==> config.mk <==
export PLATFORM = sky130hd
export DESIGN_NAME = alu_issue_stage
export DESIGN_NICKNAME = d
export VERILOG_FILES = /design/src/rtl/alu_pkg.sv /design/src/rtl/alu_cmd_fifo.sv /design/src/rtl/alu_issue_stage.sv
export SDC_FILE = /design/constraint.sdc
export NUM_CORES = 1
export LEC_CHECK = 0
export CELL_PAD_IN_SITES_DETAIL_PLACEMENT = 1
export CELL_PAD_IN_SITES_GLOBAL_PLACEMENT = 1
export CORE_MARGIN = 4
export CORE_UTILIZATION = 45
export DETAILED_ROUTE_END_ITERATION = 12
export PLACE_DENSITY = 0.85
export SLEW_MARGIN = 10
export SYNTH_ARGS = -nofsm -noshare
export SYNTH_HDL_FRONTEND = slang
export SYNTH_SLANG_ARGS = --single-unit
==> constraint.sdc <==
create_clock -name clk -period 2.6 [get_ports clk]
set_input_delay 0.52 -clock clk [delete_from_list [all_inputs] [get_ports clk]]
set_output_delay 0.52 -clock clk [all_outputs]
set_load 0.01 [all_outputs]
==> src/rtl/alu_pkg.sv <==
`default_nettype none
// ============================================================================
//  Module      : alu_pkg
//  Description : Shared widths, ALU opcode encoding, issue-stage FSM state
//                type and command record for the ALU issue stage.
//  Revision    : 1.0 - initial release
// ============================================================================
package alu_pkg;

  localparam int ALU_DATA_W = 8;
  localparam int ALU_SEL_W  = 3;

  // ALU opcode encoding
  localparam logic [ALU_SEL_W-1:0] OP_ADD  = 3'd0;
  localparam logic [ALU_SEL_W-1:0] OP_SUB  = 3'd1;
  localparam logic [ALU_SEL_W-1:0] OP_MUL  = 3'd2;
  localparam logic [ALU_SEL_W-1:0] OP_AND  = 3'd3;
  localparam logic [ALU_SEL_W-1:0] OP_OR   = 3'd4;
  localparam logic [ALU_SEL_W-1:0] OP_NOT  = 3'd5;
  localparam logic [ALU_SEL_W-1:0] OP_XOR  = 3'd6;
  localparam logic [ALU_SEL_W-1:0] OP_XNOR = 3'd7;

  // Issue-stage control states
  typedef enum logic [1:0] {
    IDLE = 2'd0,
    EXEC = 2'd1,
    RESP = 2'd2
  } state_e;

  // One queued ALU command at the default widths
  typedef struct packed {
    logic [ALU_DATA_W-1:0] a;
    logic [ALU_DATA_W-1:0] b;
    logic [ALU_SEL_W-1:0]  sel;
  } cmd_t;

endpackage : alu_pkg
`default_nettype wire

==> src/rtl/alu_cmd_fifo.sv <==
`default_nettype none
// ============================================================================
//  Module      : alu_cmd_fifo
//  Description : Synchronous FIFO for ALU commands. Occupancy counter tells
//                full from empty; pointers wrap naturally since DEPTH is a
//                power of two (minimum 2). Push is ignored while full, pop is
//                ignored while empty.
//  Revision    : 1.0 - initial release
// ============================================================================
module alu_cmd_fifo #(
  parameter int WIDTH = 19,
  parameter int DEPTH = 4
) (
  input  logic             clk,
  input  logic             rst,
  input  logic             push_i,
  input  logic [WIDTH-1:0] data_i,
  input  logic             pop_i,
  output logic [WIDTH-1:0] data_o,
  output logic             full_o,
  output logic             empty_o
);

  localparam int AW = $clog2(DEPTH);

  logic [WIDTH-1:0] mem_q [DEPTH];
  logic [AW-1:0]    wptr_q, rptr_q;
  logic [AW:0]      count_q;
  logic             w_do_push, w_do_pop;

  assign full_o    = (count_q == (AW+1)'(DEPTH));
  assign empty_o   = (count_q == '0);
  assign w_do_push = push_i && !full_o;
  assign w_do_pop  = pop_i && !empty_o;
  assign data_o    = mem_q[rptr_q];

  // Storage array: written at the write pointer on an accepted push
  always_ff @(posedge clk) begin
    if (w_do_push) begin
      mem_q[wptr_q] <= data_i;
    end
  end

  // Pointer and occupancy bookkeeping; push+pop together leaves count as is
  always_ff @(posedge clk) begin
    if (rst) begin
      wptr_q  <= '0;
      rptr_q  <= '0;
      count_q <= '0;
    end else begin
      if (w_do_push) wptr_q <= wptr_q + 1'b1;
      if (w_do_pop)  rptr_q <= rptr_q + 1'b1;
      if (w_do_push && !w_do_pop)      count_q <= count_q + 1'b1;
      else if (!w_do_push && w_do_pop) count_q <= count_q - 1'b1;
    end
  end

endmodule : alu_cmd_fifo
`default_nettype wire

==> src/rtl/alu_issue_stage.sv <==
`default_nettype none
// ============================================================================
//  Module      : alu_issue_stage
//  Description : Clocked valid/ready wrapper around a combinational ALU.
//                Commands are queued in alu_cmd_fifo, issued one at a time on
//                registered operands, and the ALU result is captured one
//                cycle later with a masked carry and a zero flag.
//                Optional macro ALU_ISSUE_STATS_EN adds stat_ops and
//                stat_carries 16-bit wrapping counters.
//  Revision    : 1.0 - initial release
// ============================================================================
module alu_issue_stage
  import alu_pkg::*;
#(
  parameter int DATA_W = ALU_DATA_W,
  parameter int SEL_W  = ALU_SEL_W,
  parameter int DEPTH  = 4
) (
  input  logic              clk,
  input  logic              rst,
  input  logic              in_valid,
  output logic              in_ready,
  input  logic [DATA_W-1:0] in_a,
  input  logic [DATA_W-1:0] in_b,
  input  logic [SEL_W-1:0]  in_sel,
  output logic [DATA_W-1:0] alu_a,
  output logic [DATA_W-1:0] alu_b,
  output logic [SEL_W-1:0]  alu_sel,
  input  logic [DATA_W-1:0] alu_result,
  input  logic              alu_carry,
  output logic              out_valid,
  input  logic              out_ready,
  output logic [DATA_W-1:0] out_result,
  output logic              out_carry,
  output logic              out_zero,
  output logic [SEL_W-1:0]  out_sel
`ifdef ALU_ISSUE_STATS_EN
  ,
  output logic [15:0]       stat_ops,
  output logic [15:0]       stat_carries
`endif
);

  localparam int CMD_W = 2*DATA_W + SEL_W;

  // ---------------------------------------------------------------------------
  // Command FIFO
  // ---------------------------------------------------------------------------
  logic [CMD_W-1:0] w_head;
  logic             w_full, w_empty, w_pop;

  alu_cmd_fifo #(
    .WIDTH (CMD_W),
    .DEPTH (DEPTH)
  ) u_fifo (
    .clk     (clk),
    .rst     (rst),
    .push_i  (in_valid),
    .data_i  ({in_a, in_b, in_sel}),
    .pop_i   (w_pop),
    .data_o  (w_head),
    .full_o  (w_full),
    .empty_o (w_empty)
  );

  assign in_ready = !w_full;

  // ---------------------------------------------------------------------------
  // Control FSM
  // ---------------------------------------------------------------------------
  state_e state_q, state_d;
  logic   w_capture, w_release;

  // State register
  always_ff @(posedge clk) begin
    if (rst) state_q <= IDLE;
    else     state_q <= state_d;
  end

  // Next-state: one command in flight, result held until accepted
  always_comb begin
    state_d = state_q;
    case (state_q)
      IDLE:    if (!w_empty) state_d = EXEC;
      EXEC:    state_d = RESP;
      RESP:    if (out_ready) state_d = w_empty ? IDLE : EXEC;
      default: state_d = IDLE;
    endcase
  end

  // Control outputs: pop loads the ALU operands, capture latches the result
  always_comb begin
    w_pop     = 1'b0;
    w_capture = 1'b0;
    w_release = 1'b0;
    case (state_q)
      IDLE: w_pop = !w_empty;
      EXEC: w_capture = 1'b1;
      RESP: begin
        w_release = out_ready;
        w_pop     = out_ready && !w_empty;
      end
      default: ;
    endcase
  end

  // ---------------------------------------------------------------------------
  // ALU operand registers (hold last value when not loading)
  // ---------------------------------------------------------------------------
  logic [DATA_W-1:0] alu_a_q, alu_b_q;
  logic [SEL_W-1:0]  alu_sel_q;

  // Load the FIFO head into the operand registers on each pop
  always_ff @(posedge clk) begin
    if (rst) begin
      alu_a_q   <= '0;
      alu_b_q   <= '0;
      alu_sel_q <= '0;
    end else if (w_pop) begin
      {alu_a_q, alu_b_q, alu_sel_q} <= w_head;
    end
  end

  assign alu_a   = alu_a_q;
  assign alu_b   = alu_b_q;
  assign alu_sel = alu_sel_q;

  // ---------------------------------------------------------------------------
  // Result capture
  // ---------------------------------------------------------------------------
  logic              w_carry_masked;
  logic [DATA_W-1:0] out_result_q;
  logic              out_carry_q, out_zero_q, out_valid_q;
  logic [SEL_W-1:0]  out_sel_q;

  // Carry is only meaningful for add; every other opcode reports 0
  assign w_carry_masked = (alu_sel_q == SEL_W'(OP_ADD)) ? alu_carry : 1'b0;

  // Capture ALU outputs at the end of EXEC; drop valid once accepted
  always_ff @(posedge clk) begin
    if (rst) begin
      out_valid_q  <= 1'b0;
      out_result_q <= '0;
      out_carry_q  <= 1'b0;
      out_zero_q   <= 1'b0;
      out_sel_q    <= '0;
    end else if (w_capture) begin
      out_valid_q  <= 1'b1;
      out_result_q <= alu_result;
      out_carry_q  <= w_carry_masked;
      out_zero_q   <= (alu_result == '0);
      out_sel_q    <= alu_sel_q;
    end else if (w_release) begin
      out_valid_q  <= 1'b0;
    end
  end

  assign out_valid  = out_valid_q;
  assign out_result = out_result_q;
  assign out_carry  = out_carry_q;
  assign out_zero   = out_zero_q;
  assign out_sel    = out_sel_q;

`ifdef ALU_ISSUE_STATS_EN
  // ---------------------------------------------------------------------------
  // Statistics counters (wrap naturally at 16 bits)
  // ---------------------------------------------------------------------------
  logic [15:0] stat_ops_q, stat_carries_q;

  // Count every executed op and every op that captured a carry
  always_ff @(posedge clk) begin
    if (rst) begin
      stat_ops_q     <= '0;
      stat_carries_q <= '0;
    end else if (w_capture) begin
      stat_ops_q <= stat_ops_q + 16'd1;
      if (w_carry_masked) stat_carries_q <= stat_carries_q + 16'd1;
    end
  end

  assign stat_ops     = stat_ops_q;
  assign stat_carries = stat_carries_q;
`endif

endmodule : alu_issue_stage
`default_nettype wire

Yosys cells after proc, flatten, opt, wreduce, memory -nomap -nowiden:

Memories as Yosys holds them, arrays and structs flattened. A register that Yosys moved wholly into a read port is not among the register bits.
Index checks and enable logic that the tools add are counted.

* output and inout port bits: 34
* logic and storage cells: 49
* memories kept: 1
* RAM bits: 76
* input bits: 32
* register bits after elaboration: 23

* mux-type cells: 14
* reductions and logical operators: 16
* add/sub/neg operators: 4
* equality and inequality tests: 5

Memory list
* u_fifo.mem_q: depth 4, bits a word 19, rd ports 1, clocked after memory_dff 1, wr ports 1, RTL line alu_cmd_fifo.sv:26 `logic [WIDTH-1:0] mem_q [DEPTH];`

Operators by type and width (number)
* $logic_not A8 Y1: 1
* $mux W1: 8
* $logic_not A3 Y1: 2
* $mux W3: 2
* $pmux W2 S3: 1
* $logic_and A1 B1 Y1: 5
* $add A2 B1 Y2 const B: 2
* $logic_not A1 Y1: 4
* $mux W2: 2
* $ne A2 B2 Y1 const B: 2
* $reduce_bool A2 Y1: 2
* $add A3 B1 Y3 const B: 1
* $eq A3 B3 Y1 const B: 1
* $sub A3 B1 Y3 const B: 1
* $eq A2 B1 Y1 const B: 1
* $eq A2 B2 Y1 const B: 1
* $logic_not A2 Y1: 1
* $pmux W1 S2: 1
* $reduce_and A2 Y1: 1

Longest topological paths before layout:

* depth after elaboration: 8
* depth in mapped cells: 10
* mapped depth without buffers: 8

By module:

From an unflattened synthesis, not the netlist that was laid out.

* cell total of the unflattened synthesis: 307
* area total of the unflattened synthesis: 4588.2 sq um

By module, submodules not included
* alu_cmd_fifo: times used 1, area each 3221.8 sq um, cells each 147, seq. area each 2462.4 sq um
* alu_issue_stage: times used 1, area each 1366.3 sq um, cells each 160, seq. area each 700.7 sq um

Worst setup path before layout:

OpenSTA, ideal clock, no wires.

* path kind: register to register
* start point: register u_fifo.count_q[0]
* end point: register u_fifo.count_q[2]
* path buffers: 1
* library setup time: 70 ps
* clock period less this slack: 2216 ps
* stages on the path, launching flop included: 10
* data required time: 2530 ps
* arrival: 2146 ps
* path slack: 384 ps
* path through: dfxtp_1 or3_1 buf_2 nand3_1 ha_1 inv_1 fa_1 xor2_1 or3_1 a21oi_1

* cells in the longest elaborated chain, start to end: 8
* elaborated cells on any way between the ends: 17
* classes of those cells: 2 x add/sub; 1 x eq/ne; 3 x mux; 11 x reduce/logical

RTL lines
* start: declaration: RTL line alu_cmd_fifo.sv:28 `logic [AW:0] count_q;`
* start signal: assignment: RTL line alu_cmd_fifo.sv:53 `if (w_do_push && !w_do_pop) count_q <= count_q + 1'b1;`
* start signal: assignment: RTL line alu_cmd_fifo.sv:54 `else if (!w_do_push && w_do_pop) count_q <= count_q - 1'b1;`
* $logic_not A3 Y1: RTL line alu_cmd_fifo.sv:32 `assign empty_o = (count_q == '0);`
* $logic_not A1 Y1: RTL line alu_cmd_fifo.sv:34, alu_issue_stage.sv:97, alu_issue_stage.sv:101
* $logic_and A1 B1 Y1: RTL line alu_issue_stage.sv:101 `w_pop = out_ready && !w_empty;`
* $pmux W1 S2: RTL line alu_issue_stage.sv:96 `case (state_q)`
* $logic_and A1 B1 Y1: RTL line alu_cmd_fifo.sv:34 `assign w_do_pop = pop_i && !empty_o;`
* $logic_not A1 Y1: RTL line alu_cmd_fifo.sv:53
* $logic_and A1 B1 Y1: RTL line alu_cmd_fifo.sv:53
* $mux W3 or $reduce_bool A2 Y1 (tied branches)

Parallel ways exist; a longest one is shown, timed or not. The select of a mux whose other input is x is not followed.
A chain may end at the register's enable or synchronous reset.

Final worst setup path:

* start point: register u_fifo.count_q[2]
* end point: output port in_ready

* cells in the longest elaborated chain, start to end: 2

RTL lines
* $eq A3 B3 Y1: RTL line alu_cmd_fifo.sv:31 `assign full_o = (count_q == (AW+1)'(DEPTH));`
* $logic_not A1 Y1: RTL line alu_issue_stage.sv:66 `assign in_ready = !w_full;`
* end: declaration: RTL line alu_issue_stage.sv:22 `output logic in_ready,`

Every way passes these cells.

==> key figures <==
Power and ir drop
  • Power per cell area: about 1100 nW/um^2
  • Switch Pwr: between 2 and 2.5 mW
  • VDD IR-drop max: 0.646 mV
  • Clock power share: roughly a third
  • Combinational power share: around 29%
  • Pint: between 4 and 5 mW
  • Seq pwr share: approximately 38%
  • Sw frac: 30.9%
  • LEAKAGE: 2.10 nW

Synth
  • Post-synthesis average cell area: 14.8 um^2
  • Synth top area cells: edfxtp_1, dfxtp_1, mux4_1, a21oi_1, o31ai_1
  • Mapped cell area: about 4600 um^2
  • Synth Net Count: around 350
  • Syn Inst Count: 313
  • Most used DFF post-synth: edfxtp_1
  • Number of synthesized flops with an enable pin: 76
  • Yosys warns: 0
  • Sequential fraction of the synthesis area: between 60% and 70%
  • Mux cell area share after synthesis: 11.1%
  • Synth Register Bits: between 100 and 150
  • Simple-Gate Fraction of Synth Area: around 8.4%
  • Synth Area in Compound Gates: around 7.7%
  • Distinct cells, synth: 31
  • Ys async rst share: 0%
  • Xor-xnor portion of the synthesized cell area: less than 1%
  • Area leader, netlist: edfxtp_1
  • Largest family of logic cells by synthesized area: multiplexers
  • Post-synthesis adder-cell area fraction: roughly 1.8%
  • Post-synth top area share: slightly below 50%

STA
  • Worst setup margin: between 0.15 and 0.2 ns
  • Relative slew slack: 58.8%
  • Slew Viols, Final: 0
  • Hold Vio Cnt, Final: 0
  • Fin Setup TNS: 0 ns
  • Final Skew: 0.00735 ns
  • Tcrit/Tclk final: 94.2%
  • Min Hold Slack: 0.458 ns
  • Pin slew with the least headroom to its limit: 0.616 ns
  • Peak Freq: ~410 MHz
  • Final setup fails: 0
  • Tmin final: 2.45 ns
  • RSZ-0062 raised after global routing: false

Drt
  • Starting DRT DRC Count: 202
  • WL per Instance: about 22 um
  • Vias per cell: between 5 and 6
  • Post-route DRC: 0
  • DRT Wirelength: 12,000 um
  • Pre-antenna DRT Iters: 4
  • Via count: about 3,000
  • Remaining antenna violation count after routing: 0

Placed design
  • GP Congestion: between 0.7 and 0.8
  • Dpl ws: between 0.015 and 0.02 ns
  • DP HPWL: slightly above 7000 um
  • IO buf count: 65

Global routing
  • Vias in the first global route: 3,298
  • First-pass GRT wire length: roughly 19,000 um
  • Grt total ovfl: 0
  • GRT Resource Usage Total: a little over a fifth
  • Initial antenna violation count: 0
  • Largest net degree at the start of global routing: 25

Final layout
  • N_diodes: 0
  • Share of layout cells above drive strength 1: roughly 12%
  • Fillers: 950
  • Nets: 426
  • Area Overhead vs Synth: 30.3%

Die
  • Die H: 109 um
  • Cell row count: 36
  • Full die area: 12,000 um^2
  • IO Count: 66
  • Core ar.: a little under 10,000 um^2
  • Initial Utilization: between 40% and 50%
  • Die Span X: ~110 um

Setup path
  • Critical Path Source: u_fifo.count_q[2]
  • R2r startpoint: u_fifo.count_q[0]
  • Critical Path Start Type: register
  • Max FO, Critical Path: 7
  • Reg-to-reg setup timing slack: about 0.33 ns
  • Endpoint type of the worst setup path: output port
  • Setup CP Type: register to output port
  • Critical Path AT: around 1.9 ns
  • Worst EP required: 2.08 ns
  • Reg2Reg Depth: 8
  • FF-to-FF End: u_fifo.count_q[2]

Hold path
  • HP Class: register to register
  • Worst Hold End: out_result[7]
  • HP Start: out_result[7]
  • Hold Path Cell Cnt: 2

Clock tree
  • Clock Latency Late Sink: just over 0.5 ns
  • Clock buffer depth: 2
  • CTS root buf: clkbuf_8
  • CTS tree: yes
  • Setup bufs post-CTS: 0
  • Num CTS Buffers: 17
  • # clock sinks: between 100 and 150
  • Reg clk slew, reported paths: about 0.06 ns
  • H-tree Lvls: 4

Run
  • Max-cap violations: 0

Status
  • Outcome: finished clean
-- through the flow --
stage	cell area, um^2	power, mW	cells	utilization, %
2_1_floorplan	4630	3.63	313	-
3_3_place_gp	5450	4.29	502	55.0
3_5_place_dp	5450	4.43	502	55.0
4_1_cts	6030	6.74	534	60.8
5_1_grt	6030	7.01	534	60.8
6_report	6030	6.68	534	60.8
-- layout by cell type, fill, tap and decap left out, types with 5 or more instances in the layout --
cell type	count
clkbuf_16	16
nand2_1	27
o31ai_1	20
a21oi_1	38
buf_4	14
dfxtp_1	42
ha_1	5
inv_1	6
nand4_1	20
edfxtp_1	76
nor2_1	5
clkinvlp_4	5
clkdlybuf4s50_1	65
mux4_1	17
-- sequential cells by signal, indices dropped and copies added, names as in the netlist --
signal          flops
state_q             2
u_fifo.mem_q       76
out_result          8
out_valid           1
out_zero            1
out_carry           1
out_sel             3
u_fifo.count_q      3
alu_b               8
alu_sel             3
u_fifo.rptr_q       2
u_fifo.wptr_q       2
alu_a               8
-- power by group through the flow --
stage	Clock, mW	Combinational, mW	Sequential, mW
2_1_floorplan	0	1.08	2.55
3_3_place_gp	0	1.78	2.51
3_5_place_dp	0	1.89	2.54
4_1_cts	2.28	1.94	2.51
5_1_grt	2.40	2.07	2.54
6_report	2.24	1.93	2.51
-- cells in the mapped netlist, types with 2 or more instances --
cell type	n
a21oi_1	38
and3_1	4
buf_2	10
buf_4	2
buf_6	2
clkbuf_1	10
dfxtp_1	42
edfxtp_1	76
ha_1	5
inv_1	6
mux4_1	17
mux4_2	2
nand2_1	27
nand2b_1	2
nand3_1	4
nand4_1	20
nor2_1	5
nor2b_1	3
nor3_1	2
nor4_1	2
o21ai_0	3
o31ai_1	20
or3_1	2
xor2_1	2
-- critical path, cell delays in order, from the launching register on --
cell and delay [ns]:
dfxtp_1 0.40, nor3b_2 0.33, inv_1 0.18, clkdlybuf4s50_1 0.51
-- per-layer routing --
metal  track usage [%]  wire length, um  vias to the layer above
met5                 0                0                        -
met4              8.28              232                        0
met3              5.81              600                       23
met2              40.3             6620                      112
met1              23.6             4550                     1528
li1                  -                -                     1378
-- cells by family after synthesis --
group                      count (synthesis)
DFF                                      118
and+or+nand+nor                           75
AOI/OAI and AO/OA                         61
buffers and inverters                     30
muxes                                     21
adders and majority gates                  6
xor gates and xnor gates                   2
-- worst max-delay path by stage --
stage	to	slack [ns]
finish	in_ready	0.15
global route	in_ready	0.04
CTS	in_ready	0.13
detailed placement	u_fifo.count_q[2]	0.02
global placement	u_fifo.count_q[2]	0.10
floorplan	u_fifo.count_q[2]	0.38
-- layout make-up --
type,count,area (um^2),share of cell area (%)
clock buffers,20,445,7.39
flip-flops and latches,118,3120,51.8
multi-input cells,165,1370,22.7
clock inverters,12,128,2.12
inverters,6,22.5,0.374
repair buffers,80,776,12.9
well taps,133,166,2.76
-- repair_timing --
item	in CTS	in global routing
hold buffers	0	0
endpoints found under the setup margin	1	0
resized for setup	1	0
(Power assumes the default switching activity.)
